### src/rtl/usb_desc_reader_if.sv
// EP0 IN byte stream between the descriptor reader and the endpoint buffer.
// Signal names are given from the reader's point of view.
interface usb_desc_reader_if;
    logic [7:0] o_txdat;
    logic       o_txval;
    logic       o_txlast;
    logic       i_txrdy;

    modport master (
        output o_txdat,
        output o_txval,
        output o_txlast,
        input  i_txrdy
    );

    modport slave (
        input  o_txdat,
        input  o_txval,
        input  o_txlast,
        output i_txrdy
    );
endinterface

### src/rtl/usb_desc_reader.sv
// GET_DESCRIPTOR streamer: resolves the descriptor from the ROM map, then sends it
// to EP0 IN in MAXPKT packets, truncated to wLength, with ZLP or stall when required.
module usb_desc_reader #(
    parameter int MAXPKT    = 64,
    parameter bit HSSUPPORT = 1'b1
) (
    input  logic                 CLK,
    input  logic                 RESET,
    input  logic                 i_abort,
    input  logic                 i_start,
    input  logic [7:0]           i_desc_type,
    input  logic [7:0]           i_desc_index,
    input  logic [15:0]          i_wlength,
    input  logic                 i_hs_mode,
    input  logic                 i_in_req,
    output logic [9:0]           o_descrom_raddr,
    input  logic [7:0]           i_descrom_rdat,
    input  logic [9:0]           i_desc_dev_addr,
    input  logic [7:0]           i_desc_dev_len,
    input  logic [9:0]           i_desc_hscfg_addr,
    input  logic [7:0]           i_desc_hscfg_len,
    input  logic [9:0]           i_desc_fscfg_addr,
    input  logic [7:0]           i_desc_fscfg_len,
    input  logic [9:0]           i_desc_qual_addr,
    input  logic [7:0]           i_desc_qual_len,
    input  logic [9:0]           i_desc_strlang_addr,
    input  logic [9:0]           i_desc_vendor_addr,
    input  logic [7:0]           i_desc_vendor_len,
    input  logic [9:0]           i_desc_product_addr,
    input  logic [7:0]           i_desc_product_len,
    input  logic [9:0]           i_desc_serial_addr,
    input  logic [7:0]           i_desc_serial_len,
    input  logic                 i_descrom_have_strings,
    usb_desc_reader_if.master    tx,
    output logic                 o_zlp,
    output logic                 o_stall,
    output logic                 o_busy,
    output logic                 o_done
);

    localparam int PKTW = $clog2(MAXPKT);

    typedef enum logic [2:0] {
        S_IDLE, S_LOOKUP, S_WAIT_IN, S_SEND, S_ZLP_WAIT, S_DONE
    } state_t;

    state_t      state_q, state_d;
    logic [7:0]  type_q, type_d;
    logic [7:0]  index_q, index_d;
    logic [15:0] wlength_q, wlength_d;
    logic        hs_q, hs_d;
    logic [9:0]  raddr_q, raddr_d;
    logic [9:0]  base_q, base_d;
    logic        osp_q, osp_d;
    logic [15:0] remaining_q, remaining_d;
    logic [6:0]  pkt_cnt_q, pkt_cnt_d;
    logic        need_zlp_q, need_zlp_d;
    logic [7:0]  txdat_q, txdat_d;
    logic        txval_q, txval_d;
    logic        txlast_q, txlast_d;
    logic        zlp_q, zlp_d;
    logic        stall_q, stall_d;

    logic [9:0]  lk_base;
    logic [7:0]  lk_len;
    logic        lk_stall;
    logic        lk_osp;
    logic [15:0] xfer_len;
    logic        need_zlp;
    logic [7:0]  rom_byte;
    logic [6:0]  pkt_first;
    logic        last_acc;

    always_comb begin
        lk_base  = '0;
        lk_len   = '0;
        lk_stall = 1'b0;
        lk_osp   = 1'b0;
        case (type_q)
            8'd1: begin
                lk_base = i_desc_dev_addr;
                lk_len  = i_desc_dev_len;
            end
            8'd2: begin
                lk_base = hs_q ? i_desc_hscfg_addr : i_desc_fscfg_addr;
                lk_len  = hs_q ? i_desc_hscfg_len  : i_desc_fscfg_len;
            end
            8'd3: begin
                if (!i_descrom_have_strings || index_q > 8'd3) begin
                    lk_stall = 1'b1;
                end else begin
                    case (index_q[1:0])
                        2'd0: begin lk_base = i_desc_strlang_addr; lk_len = 8'd4;               end
                        2'd1: begin lk_base = i_desc_vendor_addr;  lk_len = i_desc_vendor_len;  end
                        2'd2: begin lk_base = i_desc_product_addr; lk_len = i_desc_product_len; end
                        default: begin lk_base = i_desc_serial_addr; lk_len = i_desc_serial_len; end
                    endcase
                end
            end
            8'd6: begin
                lk_stall = !HSSUPPORT;
                lk_base  = i_desc_qual_addr;
                lk_len   = i_desc_qual_len;
            end
            8'd7: begin
                // Other-speed config is the config of the speed we are not running at.
                lk_stall = !HSSUPPORT;
                lk_osp   = 1'b1;
                lk_base  = hs_q ? i_desc_fscfg_addr : i_desc_hscfg_addr;
                lk_len   = hs_q ? i_desc_fscfg_len  : i_desc_hscfg_len;
            end
            default: lk_stall = 1'b1;
        endcase
    end

    always_comb begin
        xfer_len  = ({8'd0, lk_len} < wlength_q) ? {8'd0, lk_len} : wlength_q;
        need_zlp  = (xfer_len < wlength_q) && (xfer_len[PKTW-1:0] == '0);
        rom_byte  = (osp_q && (raddr_q - base_q) == 10'd1) ? 8'h07 : i_descrom_rdat;
        pkt_first = (remaining_q < 16'(MAXPKT)) ? remaining_q[6:0] : 7'(MAXPKT);
        last_acc  = txval_q && txlast_q && tx.i_txrdy;
    end

    always_ff @(posedge CLK or negedge RESET) begin
        if (!RESET) state_q <= S_IDLE;
        else        state_q <= state_d;
    end

    always_comb begin
        state_d = state_q;
        case (state_q)
            S_IDLE:     if (i_start) state_d = S_LOOKUP;
            S_LOOKUP:   state_d = lk_stall ? S_IDLE : S_WAIT_IN;
            S_WAIT_IN: begin
                if (remaining_q == 16'd0) state_d = need_zlp_q ? S_ZLP_WAIT : S_DONE;
                else if (i_in_req)        state_d = S_SEND;
            end
            S_SEND:     if (last_acc) state_d = S_WAIT_IN;
            S_ZLP_WAIT: if (i_in_req) state_d = S_DONE;
            S_DONE:     state_d = S_IDLE;
            default:    state_d = S_IDLE;
        endcase
        if (i_abort) state_d = S_IDLE;
    end

    always_comb begin
        type_d      = type_q;
        index_d     = index_q;
        wlength_d   = wlength_q;
        hs_d        = hs_q;
        raddr_d     = raddr_q;
        base_d      = base_q;
        osp_d       = osp_q;
        remaining_d = remaining_q;
        pkt_cnt_d   = pkt_cnt_q;
        need_zlp_d  = need_zlp_q;
        txdat_d     = txdat_q;
        txval_d     = txval_q;
        txlast_d    = txlast_q;
        zlp_d       = 1'b0;
        stall_d     = 1'b0;
        case (state_q)
            S_IDLE: begin
                if (i_start) begin
                    type_d    = i_desc_type;
                    index_d   = i_desc_index;
                    wlength_d = i_wlength;
                    hs_d      = i_hs_mode;
                end
            end
            S_LOOKUP: begin
                base_d      = lk_base;
                raddr_d     = lk_base;
                osp_d       = lk_osp;
                remaining_d = xfer_len;
                need_zlp_d  = need_zlp;
                stall_d     = lk_stall;
            end
            S_WAIT_IN: begin
                // First byte is loaded with the IN request so o_txval follows one cycle later.
                if (remaining_q != 16'd0 && i_in_req) begin
                    txval_d     = 1'b1;
                    txdat_d     = rom_byte;
                    txlast_d    = (pkt_first == 7'd1);
                    raddr_d     = raddr_q + 10'd1;
                    remaining_d = remaining_q - 16'd1;
                    pkt_cnt_d   = pkt_first - 7'd1;
                end
            end
            S_SEND: begin
                if (last_acc) begin
                    txval_d  = 1'b0;
                    txlast_d = 1'b0;
                end else if ((!txval_q || tx.i_txrdy) && pkt_cnt_q != 7'd0) begin
                    txval_d     = 1'b1;
                    txdat_d     = rom_byte;
                    txlast_d    = (pkt_cnt_q == 7'd1);
                    raddr_d     = raddr_q + 10'd1;
                    remaining_d = remaining_q - 16'd1;
                    pkt_cnt_d   = pkt_cnt_q - 7'd1;
                end
            end
            S_ZLP_WAIT: zlp_d = i_in_req;
            default: ;
        endcase
        if (i_abort) begin
            txval_d  = 1'b0;
            txlast_d = 1'b0;
            zlp_d    = 1'b0;
            stall_d  = 1'b0;
        end
    end

    always_ff @(posedge CLK or negedge RESET) begin
        if (!RESET) begin
            type_q      <= '0;
            index_q     <= '0;
            wlength_q   <= '0;
            hs_q        <= 1'b0;
            raddr_q     <= '0;
            base_q      <= '0;
            osp_q       <= 1'b0;
            remaining_q <= '0;
            pkt_cnt_q   <= '0;
            need_zlp_q  <= 1'b0;
            txdat_q     <= '0;
            txval_q     <= 1'b0;
            txlast_q    <= 1'b0;
            zlp_q       <= 1'b0;
            stall_q     <= 1'b0;
        end else begin
            type_q      <= type_d;
            index_q     <= index_d;
            wlength_q   <= wlength_d;
            hs_q        <= hs_d;
            raddr_q     <= raddr_d;
            base_q      <= base_d;
            osp_q       <= osp_d;
            remaining_q <= remaining_d;
            pkt_cnt_q   <= pkt_cnt_d;
            need_zlp_q  <= need_zlp_d;
            txdat_q     <= txdat_d;
            txval_q     <= txval_d;
            txlast_q    <= txlast_d;
            zlp_q       <= zlp_d;
            stall_q     <= stall_d;
        end
    end

    always_comb begin
        o_descrom_raddr = raddr_q;
        tx.o_txdat      = txdat_q;
        tx.o_txval      = txval_q;
        tx.o_txlast     = txlast_q;
        o_zlp           = zlp_q;
        o_stall         = stall_q;
        o_busy          = (state_q != S_IDLE);
        o_done          = (state_q == S_DONE);
    end

endmodule

### src/flat_wrapper.sv
// flat-port wrapper written by rule: the top's interface ports become plain ports
module usb_desc_reader_flat 
#(
    parameter int MAXPKT    = 64,
    parameter bit HSSUPPORT = 1'b1
)
  (CLK, RESET, i_abort, i_start, i_desc_type, i_desc_index, i_wlength, i_hs_mode, i_in_req, o_descrom_raddr, i_descrom_rdat, i_desc_dev_addr, i_desc_dev_len, i_desc_hscfg_addr, i_desc_hscfg_len, i_desc_fscfg_addr, i_desc_fscfg_len, i_desc_qual_addr, i_desc_qual_len, i_desc_strlang_addr, i_desc_vendor_addr, i_desc_vendor_len, i_desc_product_addr, i_desc_product_len, i_desc_serial_addr, i_desc_serial_len, i_descrom_have_strings, o_zlp, o_stall, o_busy, o_done, tx_o_txdat, tx_o_txval, tx_o_txlast, tx_i_txrdy);
  usb_desc_reader_if tx_i ();
  input  logic CLK;
  input  logic RESET;
  input  logic i_abort;
  input  logic i_start;
  input  logic [7:0] i_desc_type;
  input  logic [7:0] i_desc_index;
  input  logic [15:0] i_wlength;
  input  logic i_hs_mode;
  input  logic i_in_req;
  output logic [9:0] o_descrom_raddr;
  input  logic [7:0] i_descrom_rdat;
  input  logic [9:0] i_desc_dev_addr;
  input  logic [7:0] i_desc_dev_len;
  input  logic [9:0] i_desc_hscfg_addr;
  input  logic [7:0] i_desc_hscfg_len;
  input  logic [9:0] i_desc_fscfg_addr;
  input  logic [7:0] i_desc_fscfg_len;
  input  logic [9:0] i_desc_qual_addr;
  input  logic [7:0] i_desc_qual_len;
  input  logic [9:0] i_desc_strlang_addr;
  input  logic [9:0] i_desc_vendor_addr;
  input  logic [7:0] i_desc_vendor_len;
  input  logic [9:0] i_desc_product_addr;
  input  logic [7:0] i_desc_product_len;
  input  logic [9:0] i_desc_serial_addr;
  input  logic [7:0] i_desc_serial_len;
  input  logic i_descrom_have_strings;
  output logic o_zlp;
  output logic o_stall;
  output logic o_busy;
  output logic o_done;
  output wire logic [$bits(tx_i.o_txdat)-1:0] tx_o_txdat;
  output wire logic [$bits(tx_i.o_txval)-1:0] tx_o_txval;
  output wire logic [$bits(tx_i.o_txlast)-1:0] tx_o_txlast;
  input wire logic [$bits(tx_i.i_txrdy)-1:0] tx_i_txrdy;
  assign tx_o_txdat = tx_i.o_txdat;
  assign tx_o_txval = tx_i.o_txval;
  assign tx_o_txlast = tx_i.o_txlast;
  assign tx_i.i_txrdy = tx_i_txrdy;
  usb_desc_reader #(.MAXPKT(MAXPKT), .HSSUPPORT(HSSUPPORT)) u_core (.CLK(CLK), .RESET(RESET), .i_abort(i_abort), .i_start(i_start), .i_desc_type(i_desc_type), .i_desc_index(i_desc_index), .i_wlength(i_wlength), .i_hs_mode(i_hs_mode), .i_in_req(i_in_req), .o_descrom_raddr(o_descrom_raddr), .i_descrom_rdat(i_descrom_rdat), .i_desc_dev_addr(i_desc_dev_addr), .i_desc_dev_len(i_desc_dev_len), .i_desc_hscfg_addr(i_desc_hscfg_addr), .i_desc_hscfg_len(i_desc_hscfg_len), .i_desc_fscfg_addr(i_desc_fscfg_addr), .i_desc_fscfg_len(i_desc_fscfg_len), .i_desc_qual_addr(i_desc_qual_addr), .i_desc_qual_len(i_desc_qual_len), .i_desc_strlang_addr(i_desc_strlang_addr), .i_desc_vendor_addr(i_desc_vendor_addr), .i_desc_vendor_len(i_desc_vendor_len), .i_desc_product_addr(i_desc_product_addr), .i_desc_product_len(i_desc_product_len), .i_desc_serial_addr(i_desc_serial_addr), .i_desc_serial_len(i_desc_serial_len), .i_descrom_have_strings(i_descrom_have_strings), .tx(tx_i), .o_zlp(o_zlp), .o_stall(o_stall), .o_busy(o_busy), .o_done(o_done));
endmodule
### config.mk
export PLATFORM = sky130hd
export DESIGN_NAME = usb_desc_reader_flat
export DESIGN_NICKNAME = d
export VERILOG_FILES = /design/src/rtl/usb_desc_reader_if.sv /design/src/rtl/usb_desc_reader.sv /design/src/flat_wrapper.sv
export SDC_FILE = /design/constraint.sdc
export NUM_CORES = 1
export LEC_CHECK = 0
export ABC_AREA = 1
export CORE_MARGIN = 2
export CORE_UTILIZATION = 53
export CTS_BUF_LIST = sky130_fd_sc_hd__clkbuf_4
export CTS_CLUSTER_SIZE = 25
export DETAILED_ROUTE_END_ITERATION = 12
export PLACE_DENSITY = 0.9
export SKIP_CTS_REPAIR_TIMING = 1
export SLEW_MARGIN = 20
export SYNTH_ARGS = -nofsm -noshare
export SYNTH_HDL_FRONTEND = slang
export SYNTH_SLANG_ARGS = --single-unit
### constraint.sdc
create_clock -name CLK -period 5.81 [get_ports CLK]
set_input_delay 0.8715 -clock CLK [delete_from_list [all_inputs] [get_ports CLK]]
set_output_delay 0.8715 -clock CLK [all_outputs]
set_load 0.01 [all_outputs]
======== Word level (Yosys, flattened, before mapping) ========
Cells that the tools add are included.
word-level totals
  input port bits ......................... 184
  register bits after elaboration ......... 93
  logic and storage cells ................. 130
  output and inout port bits .............. 24
cells by class
  muxes and demuxes ....................... 55
  equal/unequal tests ..................... 24
  reduce and logical (&&, ||, !) cells .... 26
  $add $sub $neg .......................... 5
  magnitude comparators ................... 4
operators with widths
  operator                                                     number
  two-way mux 16 bit                                           4
  two-way mux 10 bit                                           6
  case mux 10 bit (3 select lines)                             2
  two-way mux 8 bit                                            7
  case mux 10 bit (5 select lines)                             1
  case mux 16 bit (3 select lines)                             1
  case mux 8 bit (5 select lines)                              1
  two-way mux 7 bit                                            4
  case mux 8 bit (3 select lines)                              1
  two-way mux 3 bit                                            6
  equality test 8 x 2 -> 1 bit, second input constant          2
  equality test 8 x 3 -> 1 bit, second input constant          2
  logical NOT 16 bit                                           1
  less-than comparator 16 bit                                  1
  less-than comparator 16 x 7 -> 1 bit, second input constant  1
  less-than comparator 8 x 16 -> 1 bit                         1
  case mux 8 bit (2 select lines)                              1
  nonzero test 16 bit                                          1
  subtractor 16 x 1 -> 16 bit, second input constant           1
  two-way mux 1 bit                                            15
  case mux 3 bit (5 select lines)                              1
  equality test 7 x 1 -> 1 bit, second input constant          2
  case mux 7 bit (2 select lines)                              1
  subtractor 7 x 1 -> 7 bit, second input constant             2
  31 further kinds                                             49

======== Logic depth before layout (Yosys ltp) ========
Gate-level depths: netlist of the first run.
  depth in word-level cells ............... 8
  gate-level depth with buffers ........... 31
  gate-level depth less buffers ........... 31

======== Least setup slack after synthesis of the first run ========
OpenSTA, ideal clock, no wires.
  kind .................................... in2reg
  start point ............................. input port i_descrom_have_strings
  end point ............................... register u_core.need_zlp_q
  slack ................................... 2.002 ns
  required time ........................... 5.745 ns
  arrival time ............................ 3.744 ns
  buffers on the path ..................... 0
  setup time .............................. 0.065 ns
  stages on the path ...................... 25
  cells stage by stage .................... nand3_1 > nor2_1 > inv_1 > nor2_4 > inv_1 > o211a_1 > o21ai_0 > ha_1 > nand2_1 > nor2_1 > a211oi_1 > nand2_2 > nand2_4 > clkinv_1 > or2_2 > o21ai_0 > inv_1 > ha_1 > nand2_1 > nor2_1 > a211oi_1 > nand2_1 > nand2_1 > nand2_1 > nand2_1
between the ends
  cells in the longest elaborated chain, start to end .. 8
  elaborated cells on any way between the ends .. 9
  classes of those cells .................. order compare (2); mux (3); reduce/logical (4)
ends and longest elaborated chain
  element                                                           RTL line                RTL
  start, declared                                                   flat_wrapper.sv:35      input logic i_descrom_have_strings;
  logical NOT 1 bit (*)                                             usb_desc_reader.sv:89   if (!i_descrom_have_strings || index_q > 8'd3) begin
  logical OR 1 bit (*)                                              usb_desc_reader.sv:89
  two-way mux 8 bit (*)                                             usb_desc_reader.sv:89
  case mux 8 bit (5 select lines) (*)                               usb_desc_reader.sv:79   case (type_q)
  less-than comparator 8 x 16 -> 1 bit                              usb_desc_reader.sv:117  xfer_len = ({8'd0, lk_len} < wlength_q) ? {8'd0, lk_len} : wlength_q;
  two-way mux 16 bit (*)                                            usb_desc_reader.sv:117
  less-than comparator 16 bit or logical NOT 6 bit (tied branches)  usb_desc_reader.sv:118  need_zlp = (xfer_len < wlength_q) && (xfer_len[PKTW-1:0] == '0);
  logical AND 1 bit (*)                                             usb_desc_reader.sv:118
  end signal, assigned                                              usb_desc_reader.sv:241  need_zlp_q <= need_zlp_d;
  end, declared                                                     usb_desc_reader.sv:57   logic need_zlp_q, need_zlp_d;
Every way passes the cells marked *; elsewhere a longest branch is shown, timed or not.
A chain may end at the register's enable or synchronous reset.

======== Final worst setup path of the first run ========
Same ends and word-level chain as after synthesis.

==> run_summary.xml, run 1 <==
<?xml version="1.0" encoding="UTF-8"?>
<metrics>
  <group name="synth">
    <metric name="yosys.area_share.simple" unit="">0.2232</metric>
    <metric name="netlist.area_leader.share" unit="">0.3509</metric>
    <metric name="number_of_enable_flip_flop_cells_after_synthesis" unit="">0</metric>
    <metric name="netlist_top_cells_area" unit="">dfrtp_1, nand2_1, o21ai_0</metric>
    <metric name="synth_mux_area_frac" unit="">0.02207</metric>
    <metric name="synthesis.area" unit="mm^2">0.006633</metric>
    <metric name="yosys_register_bits" unit="">93</metric>
    <metric name="synth-compound-area-share" unit="">0.2269</metric>
    <metric name="post_synth_fa_ha_maj_area_fraction" unit="">0.05961</metric>
    <metric name="netlist-cell-type-count" unit="">53</metric>
    <metric name="postSynth.topFlopCell" unit="">dfrtp_1</metric>
    <metric name="yosys.area_share.xor_xnor" unit="">0.02905</metric>
    <metric name="synth.yosys.warnings" unit="">0</metric>
    <metric name="synth-async-reset-ratio" unit="">1.000</metric>
    <metric name="avg_inst_size_synth" unit="um^2">7.419</metric>
    <metric name="yosysSeqAreaShare" unit="">0.3509</metric>
    <metric name="synth_top_family_by_area" unit="">compound AO/OA/AOI/OAI gates</metric>
    <metric name="syn_nets" unit="">1109</metric>
    <metric name="synth_area_leader_cell" unit="">dfrtp_1</metric>
    <metric name="postSynthCellCount" unit="">894</metric>
  </group>
  <group name="setup_path">
    <metric name="crit-reg2reg-launch" unit="">u_core.type_q[3]$_DFFE_PN0P_</metric>
    <metric name="worst_setup_path_end_kind" unit="">register</metric>
    <metric name="critical_path_arrival" unit="ns">4.84</metric>
    <metric name="crit_required" unit="ns">6.21</metric>
    <metric name="r2r.worst_path.cells" unit="">26</metric>
    <metric name="cp_max_fo" unit="">15</metric>
    <metric name="setup.worst_path.start_class" unit="">primary input</metric>
    <metric name="path_class" unit="">primary input to register</metric>
    <metric name="r2r_slack" unit="ns">1.40</metric>
    <metric name="critical_path.reg2reg.endpoint" unit="">u_core.need_zlp_q$_DFFE_PN0P_</metric>
  </group>
  <group name="finish">
    <metric name="finalNetCount" unit="">1296</metric>
    <metric name="mostFrequentLayoutCells" unit="">clkdlybuf4s50_1, nand2_1, inv_1, dfrtp_1, nor2_1</metric>
    <metric name="antennaDiodeCount" unit="">0</metric>
    <metric name="layout_commonest_cell" unit="">clkdlybuf4s50_1</metric>
    <metric name="n_fill_cell" unit="">951</metric>
    <metric name="layout-area-overhead-vs-synth" unit="%">34.63</metric>
    <metric name="post_route_cells_drive_above_1_share" unit="">0.06169</metric>
  </group>
  <group name="floorplan">
    <metric name="top_level_ports" unit="">208</metric>
    <metric name="dieHeight" unit="um">115.9</metric>
    <metric name="rows" unit="">40</metric>
    <metric name="initial_core_util" unit="">0.5476</metric>
    <metric name="core_region_area" unit="mm^2">0.01211</metric>
    <metric name="die_w" unit="um">115.9</metric>
    <metric name="die_area" unit="mm^2">0.01342</metric>
  </group>
  <group name="pwr">
    <metric name="comb_power_share" unit="">0.399</metric>
    <metric name="leakagePower" unit="nW">4.024</metric>
    <metric name="share_seq_of_total_power" unit="">0.410</metric>
    <metric name="powerDensity" unit="mW/mm^2">215.8</metric>
    <metric name="peak_supply_drop" unit="mV">0.1197</metric>
    <metric name="p_total" unit="mW">1.927</metric>
    <metric name="cellInternalPower" unit="mW">1.212</metric>
    <metric name="power_switching_share" unit="">0.3712</metric>
    <metric name="p_clk_frac" unit="">0.192</metric>
    <metric name="total_switching_power" unit="uW">715.3</metric>
  </group>
  <group name="timing">
    <metric name="finalWorstSetupSlack" unit="ns">1.370</metric>
    <metric name="min_period_over_period" unit="">0.7641</metric>
    <metric name="layout_min_cycle_time" unit="ns">4.440</metric>
    <metric name="hold_viol" unit="">0</metric>
    <metric name="tightest_slew" unit="ns">1.025</metric>
    <metric name="setup_total_negative_slack" unit="ns">0</metric>
    <metric name="fmax" unit="GHz">0.2252</metric>
    <metric name="max-slew-margin-rel" unit="">0.3140</metric>
    <metric name="final.setup_skew" unit="ns">0.01787</metric>
    <metric name="timing.final.setup_violations" unit="">0</metric>
    <metric name="grt_setup_unrepaired" unit="">false</metric>
    <metric name="slew_viol_final" unit="">0</metric>
  </group>
  <group name="clock_tree">
    <metric name="cts_tree" unit="">yes</metric>
    <metric name="clock_sink_count" unit="">93</metric>
    <metric name="ctsLongestPathBuffers" unit="">2</metric>
    <metric name="h-tree-depth" unit="">3</metric>
    <metric name="cts_made_buffers" unit="">9</metric>
    <metric name="clkTransAtPathRegs" unit="ns">0.15</metric>
    <metric name="worstSkewPairLatency" unit="ns">0.45</metric>
    <metric name="cts_root_buf" unit="">clkbuf_4</metric>
  </group>
  <group name="global_route">
    <metric name="grt.total_usage" unit="">0.3055</metric>
    <metric name="maximum_number_of_pins_on_one_net_before_global_route_repair" unit="">59</metric>
    <metric name="grt_overflow_total" unit="">0</metric>
    <metric name="grt_pass1_wl" unit="um">32240</metric>
    <metric name="grt_antenna_before_repair" unit="">0</metric>
    <metric name="first_global_vias" unit="">6826</metric>
  </group>
  <group name="drt">
    <metric name="final_antenna_net_count" unit="">0</metric>
    <metric name="via_count" unit="">6995</metric>
    <metric name="routedWlPerCell" unit="um">15.75</metric>
    <metric name="totalWireLength" unit="um">19760</metric>
    <metric name="drc_errors" unit="">0</metric>
    <metric name="vias_per_cell" unit="">5.578</metric>
    <metric name="violation_count_after_the_first_detailed_routing_iteration" unit="">517</metric>
    <metric name="dr.pass1.iters" unit="">7</metric>
  </group>
  <group name="placement">
    <metric name="dpl.hpwl" unit="um">15510</metric>
    <metric name="detailedPlace.worstSlack" unit="ns">0.9865</metric>
    <metric name="gp_congestion" unit="">0.9312</metric>
    <metric name="port-buffer-count" unit="">207</metric>
  </group>
  <group name="flow_run">
    <metric name="drv_cap" unit="">0</metric>
  </group>
  <group name="outcome">
    <metric name="run_status" unit="">completed</metric>
  </group>
  <group name="hold_path">
    <metric name="worst_hold_path_type" unit="">primary input to asynchronous set/reset pin</metric>
  </group>
</metrics>
## worst max-delay path by stage
stage,from,to,slack (ns),cells after the start
2_1_floorplan,i_descrom_have_strings,u_core.need_zlp_q$_DFFE_PN0P_,2.00,25
3_3_place_gp,i_descrom_have_strings,u_core.need_zlp_q$_DFFE_PN0P_,1.11,26
3_5_place_dp,i_descrom_have_strings,u_core.need_zlp_q$_DFFE_PN0P_,0.99,26
4_1_cts,i_descrom_have_strings,u_core.need_zlp_q$_DFFE_PN0P_,1.44,26
5_1_grt,u_core.type_q[0]$_DFFE_PN0P_,u_core.need_zlp_q$_DFFE_PN0P_,0.81,26
6_report,i_descrom_have_strings,u_core.need_zlp_q$_DFFE_PN0P_,1.37,26
## registers in the layout (all words and copies together) (netlist names), 7 cells and up
register	count
u_core.wlength_q	16
u_core.remaining_q	16
u_core.type_q	8
u_core.tx.o_txdat	8
u_core.o_descrom_raddr	10
u_core.pkt_cnt_q	7
u_core.index_q	8
u_core.base_q	10
## through the flow
stage               cells  hold slack [ns]  area, um^2    util
detailed placement   1238           0.4735        8785  0.7253
global route         1254           0.3340        8930  0.7373
global placement     1238           0.4620        8785  0.7253
CTS                  1254           0.3484        8930  0.7373
floorplan             894           0.4437        6633       -
finish               1254           0.3543        8930  0.7373
## critical path, cell delays in order
cell	delay, ns
clkdlybuf4s50_1	0.46
nand3_1	0.07
nor2_1	0.23
inv_1	0.14
nor2_4	0.20
inv_1	0.16
o211a_1	0.24
o21ai_0	0.11
ha_1	0.29
nand2_1	0.08
nor2_1	0.05
a211oi_1	0.23
nand2_2	0.11
nand2_4	0.17
clkinv_1	0.12
or2_2	0.28
o21ai_0	0.12
inv_1	0.08
ha_1	0.27
nand2_1	0.08
nor2_1	0.05
a211oi_1	0.19
nand2_1	0.08
nand2_1	0.06
nand2_1	0.05
nand2_1	0.05
## Yosys cell counts (9+ instances only)
cell,n
buf_2,11
nor3_1,14
inv_2,11
inv_1,99
a221oi_1,20
o221ai_1,9
nand2_1,180
a21oi_1,60
mux2_2,13
ha_1,30
nor2_1,86
o211ai_1,11
a22o_1,17
clkbuf_1,19
o21ai_0,83
xor2_1,16
nand3_1,38
dfrtp_1,93
## power groups by stage
stage,Combinational (mW),Sequential (mW),Clock [mW]
floorplan,0.474,0.790,0
global placement,0.742,0.798,0
detailed placement,0.759,0.802,0
CTS,0.763,0.788,0.377
global route,0.866,0.800,0.404
finish,0.768,0.789,0.370
## kinds of logic after synthesis
| family | after synthesis |
|---|---|
| buffers and inverters | 148 |
| and+or+nand+nor | 347 |
| AOI/OAI and AO/OA | 240 |
| xor gates and xnor gates | 22 |
| DFF | 93 |
| adders and majority gates | 31 |
| muxes | 13 |
## routing by layer
layer / track usage / up-vias / wire length, um
met5: 0 / - / 0
met4: 0.1175 / 0 / 638
met3: 0.08473 / 55 / 1650
met2: 0.5037 / 300 / 9211
met1: 0.3830 / 3221 / 8254
li1: - / 3419 / -
## layout make-up
class                   count  area (um^2)  share of cell area
multi-input cells         653         3722              0.4168
flip-flops and latches     93         2327              0.2606
repair buffers            211         2100              0.2351
inverters                 113        425.4             0.04764
well taps                 168        210.2             0.02354
clock buffers              10        75.07            0.008407
clock inverters             6        70.07            0.007846
Note: power is estimated with default switching activity, not from simulation.
==> inputs of run 2 (changes only) <==
--- a/config.mk
+++ b/config.mk
@@ -7,11 +7,11 @@
 export LEC_CHECK = 0
 export ABC_AREA = 1
 export CORE_MARGIN = 2
-export CORE_UTILIZATION = 53
+export CORE_UTILIZATION = 49
 export CTS_BUF_LIST = sky130_fd_sc_hd__clkbuf_4
 export CTS_CLUSTER_SIZE = 25
 export DETAILED_ROUTE_END_ITERATION = 12
-export PLACE_DENSITY = 0.9
+export PLACE_DENSITY = 0.84
 export SKIP_CTS_REPAIR_TIMING = 1
 export SLEW_MARGIN = 20
 export SYNTH_ARGS = -nofsm -noshare
==> constraint.sdc (replaced) <==
create_clock -name CLK -period 4.25 [get_ports CLK]
set_input_delay 0.6375 -clock CLK [delete_from_list [all_inputs] [get_ports CLK]]
set_output_delay 0.6375 -clock CLK [all_outputs]
set_load 0.01 [all_outputs]
==> run 2 against run 1 <==
Total power grew 36%. Highest routed layer unchanged. Largest cell class unchanged. Critical path depth unchanged. Setup slack worse by 1.0 ns. Largest power group unchanged. Combinational power grew 41%.
==> run_summary.xml, run 2 (same netlist as run 1, synthesis figures left out) <==
<?xml version="1.0" encoding="UTF-8"?>
<metrics>
  <group name="outcome">
    <metric name="run_status" unit="">completed</metric>
  </group>
  <group name="placement">
    <metric name="post_dp_cell_area" unit="mm^2">0.008907</metric>
    <metric name="dpl.hpwl" unit="um">16020</metric>
    <metric name="port-buffer-count" unit="">207</metric>
    <metric name="gp_congestion" unit="">0.9118</metric>
  </group>
  <group name="floorplan">
    <metric name="rows" unit="">42</metric>
    <metric name="die_w" unit="um">120.3</metric>
    <metric name="top_level_ports" unit="">208</metric>
    <metric name="dieHeight" unit="um">120.3</metric>
    <metric name="initial_core_util" unit="">0.5009</metric>
    <metric name="die_area" unit="mm^2">0.01448</metric>
    <metric name="core_region_area" unit="mm^2">0.01324</metric>
  </group>
  <group name="timing">
    <metric name="final.setup_skew" unit="ns">0.01445</metric>
    <metric name="timing.final.setup_violations" unit="">0</metric>
    <metric name="tightest_slew" unit="ns">1.028</metric>
    <metric name="layout_min_cycle_time" unit="ns">3.908</metric>
    <metric name="hold_viol" unit="">0</metric>
    <metric name="slew_viol_final" unit="">0</metric>
    <metric name="min_period_over_period" unit="">0.9195</metric>
    <metric name="setup_total_negative_slack" unit="ns">0</metric>
    <metric name="fin_hold_ws" unit="ns">0.4984</metric>
    <metric name="max-slew-margin-rel" unit="">0.3121</metric>
    <metric name="fmax" unit="GHz">0.2559</metric>
  </group>
  <group name="setup_path">
    <metric name="cell_with_the_largest_stage_delay_on_the_worst_path" unit="">dfrtp_1</metric>
    <metric name="path_delay_family" unit="">simple AND/OR/NAND/NOR gates</metric>
    <metric name="setup.worst_path.start_class" unit="">register</metric>
    <metric name="cp_max_fo" unit="">11</metric>
    <metric name="worst_path_largest_cell_delay" unit="ns">0.39</metric>
    <metric name="worst_setup_path_end_kind" unit="">register</metric>
    <metric name="cp.buffers_inverters" unit="">4</metric>
    <metric name="critical_path_arrival" unit="ns">4.33</metric>
    <metric name="crit_path_frequent_cell" unit="">nand2_1</metric>
    <metric name="r2r_slack" unit="ns">0.34</metric>
    <metric name="crit_required" unit="ns">4.67</metric>
    <metric name="path_class" unit="">register to register</metric>
    <metric name="crit-reg2reg-launch" unit="">u_core.type_q[4]$_DFFE_PN0P_</metric>
    <metric name="critical_path.reg2reg.endpoint" unit="">u_core.need_zlp_q$_DFFE_PN0P_</metric>
    <metric name="r2r.worst_path.cells" unit="">26</metric>
  </group>
  <group name="clock_tree">
    <metric name="clock_sink_count" unit="">93</metric>
    <metric name="cts_tree" unit="">yes</metric>
    <metric name="cts_root_buf" unit="">clkbuf_4</metric>
    <metric name="cts_made_buffers" unit="">9</metric>
    <metric name="clkTransAtPathRegs" unit="ns">0.16</metric>
    <metric name="ctsLongestPathBuffers" unit="">2</metric>
    <metric name="worstSkewPairLatency" unit="ns">0.47</metric>
    <metric name="h-tree-depth" unit="">3</metric>
  </group>
  <group name="pwr">
    <metric name="p_total" unit="mW">2.617</metric>
    <metric name="leakagePower" unit="nW">4.102</metric>
    <metric name="peak_supply_drop" unit="mV">0.1939</metric>
    <metric name="powerDensity" unit="mW/mm^2">287.8</metric>
  </group>
  <group name="drt">
    <metric name="totalWireLength" unit="um">20520</metric>
    <metric name="vias_per_cell" unit="">5.545</metric>
    <metric name="via_count" unit="">7109</metric>
    <metric name="dr.pass1.iters" unit="">6</metric>
    <metric name="drc_errors" unit="">0</metric>
    <metric name="violation_count_after_the_first_detailed_routing_iteration" unit="">546</metric>
    <metric name="final_antenna_net_count" unit="">0</metric>
    <metric name="routedWlPerCell" unit="um">16.00</metric>
  </group>
  <group name="finish">
    <metric name="postLayoutCoreUtil" unit="">0.6868</metric>
    <metric name="finalNetCount" unit="">1315</metric>
    <metric name="layout-area-overhead-vs-synth" unit="%">37.13</metric>
    <metric name="layout_commonest_cell" unit="">clkdlybuf4s50_1</metric>
    <metric name="mostFrequentLayoutCells" unit="">clkdlybuf4s50_1, nand2_1, inv_1, dfrtp_1, nor2_1</metric>
    <metric name="post_route_cells_drive_above_1_share" unit="">0.07964</metric>
    <metric name="stdcell_area" unit="mm^2">0.009095</metric>
    <metric name="reg_top3" unit="">u_core.remaining_q x16, u_core.wlength_q x16</metric>
  </group>
  <group name="flow_run">
    <metric name="drv_cap" unit="">0</metric>
  </group>
  <group name="hold_path">
    <metric name="worstHoldPathCells" unit="">2</metric>
    <metric name="worst_hold_path_type" unit="">register to register</metric>
    <metric name="hold_path.startpoint" unit="">u_core.tx.o_txdat[4]$_DFFE_PN0P_</metric>
    <metric name="worstHoldEndpoint" unit="">u_core.tx.o_txdat[4]$_DFFE_PN0P_</metric>
  </group>
  <group name="global_route">
    <metric name="grt.total_usage" unit="">0.2919</metric>
    <metric name="grt_overflow_total" unit="">0</metric>
    <metric name="maximum_number_of_pins_on_one_net_before_global_route_repair" unit="">54</metric>
    <metric name="first_global_vias" unit="">6971</metric>
    <metric name="grt_antenna_before_repair" unit="">1</metric>
    <metric name="grt_pass1_wl" unit="um">33820</metric>
  </group>
</metrics>
-- run 2: power breakdown --
part | total (mW) | internal (mW) | switching, mW | leakage, nW
clock | 0.457 | 0.124 | 0.333 | 0.0656
sequential | 1.08 | 0.996 | 0.0801 | 1.15
combinational | 1.08 | 0.484 | 0.600 | 2.89
-- run 2: worst max path at each step --
stage                                        startpoint                             to  slack [ns]  cells past startpoint
final                      u_core.type_q[4]$_DFFE_PN0P_  u_core.need_zlp_q$_DFFE_PN0P_        0.34                     26
after CTS                 u_core.index_q[0]$_DFFE_PN0P_  u_core.need_zlp_q$_DFFE_PN0P_        0.16                     25
after detailed placement         i_descrom_have_strings  u_core.need_zlp_q$_DFFE_PN0P_       -0.04                     27
after global routing       u_core.type_q[0]$_DFFE_PN0P_  u_core.need_zlp_q$_DFFE_PN0P_       -0.01                     25
after global placement           i_descrom_have_strings  u_core.need_zlp_q$_DFFE_PN0P_        0.11                     26
after floorplan                  i_descrom_have_strings  u_core.need_zlp_q$_DFFE_PN0P_        0.68                     25
-- run 2: metal layers --
metal,vias to the layer above,track usage,share of wire
met5,-,0,0
met4,0,0.1199,0.038
met3,65,0.06321,0.078
met2,333,0.4862,0.48
met1,3261,0.3685,0.41
li1,3450,-,-
-- run 2: worst register-to-register path: stages, from the launching register on --
cell and delay [ns]:
dfrtp_1 0.39, inv_2 0.05, nand2_2 0.11, nor2_8 0.07, nand2_1 0.17, clkinvlp_4 0.26
a22o_1 0.24, nor2_1 0.19, o21ai_0 0.20, ha_1 0.31, nand2_1 0.08, nor2_1 0.05
a211oi_1 0.25, nand2_2 0.11, nand2_4 0.07, clkinv_1 0.08, or2_2 0.27, o21ai_0 0.10
inv_1 0.07, ha_1 0.27, nand2_1 0.08, nor2_1 0.05, a211oi_1 0.16, nand2_1 0.08
nand2_1 0.05, nand2_1 0.05, nand2_1 0.05
-- run 2: layout make-up --
cell class | count | area, um^2
fillers | 1157 | 4148
multi-input cells | 653 | 3734
flip-flops and latches | 93 | 2328
repair buffers | 230 | 2257
inverters | 113 | 435.4
well taps | 176 | 220.2
clock buffers | 9 | 67.56
clock inverters | 7 | 50.05
diodes | 1 | 2.502
-- run 2: through the flow --
step	setup slack [ns]	instances
final	0.3422	1282
after global routing	-0.01209	1282
after CTS	0.1650	1277
after detailed placement	-0.04478	1261
after global placement	0.1113	1261
after floorplan	0.6755	894
==> inputs of run 3 (changes only) <==
--- a/config.mk
+++ b/config.mk
@@ -13,6 +13,7 @@
 export DETAILED_ROUTE_END_ITERATION = 12
 export PLACE_DENSITY = 0.84
 export SKIP_CTS_REPAIR_TIMING = 1
+export SKIP_LAST_GASP = 1
 export SLEW_MARGIN = 20
 export SYNTH_ARGS = -nofsm -noshare
 export SYNTH_HDL_FRONTEND = slang
==> results of run 3 <==
Same layout as run 2: the final DEF is identical, and so are final timing and power.
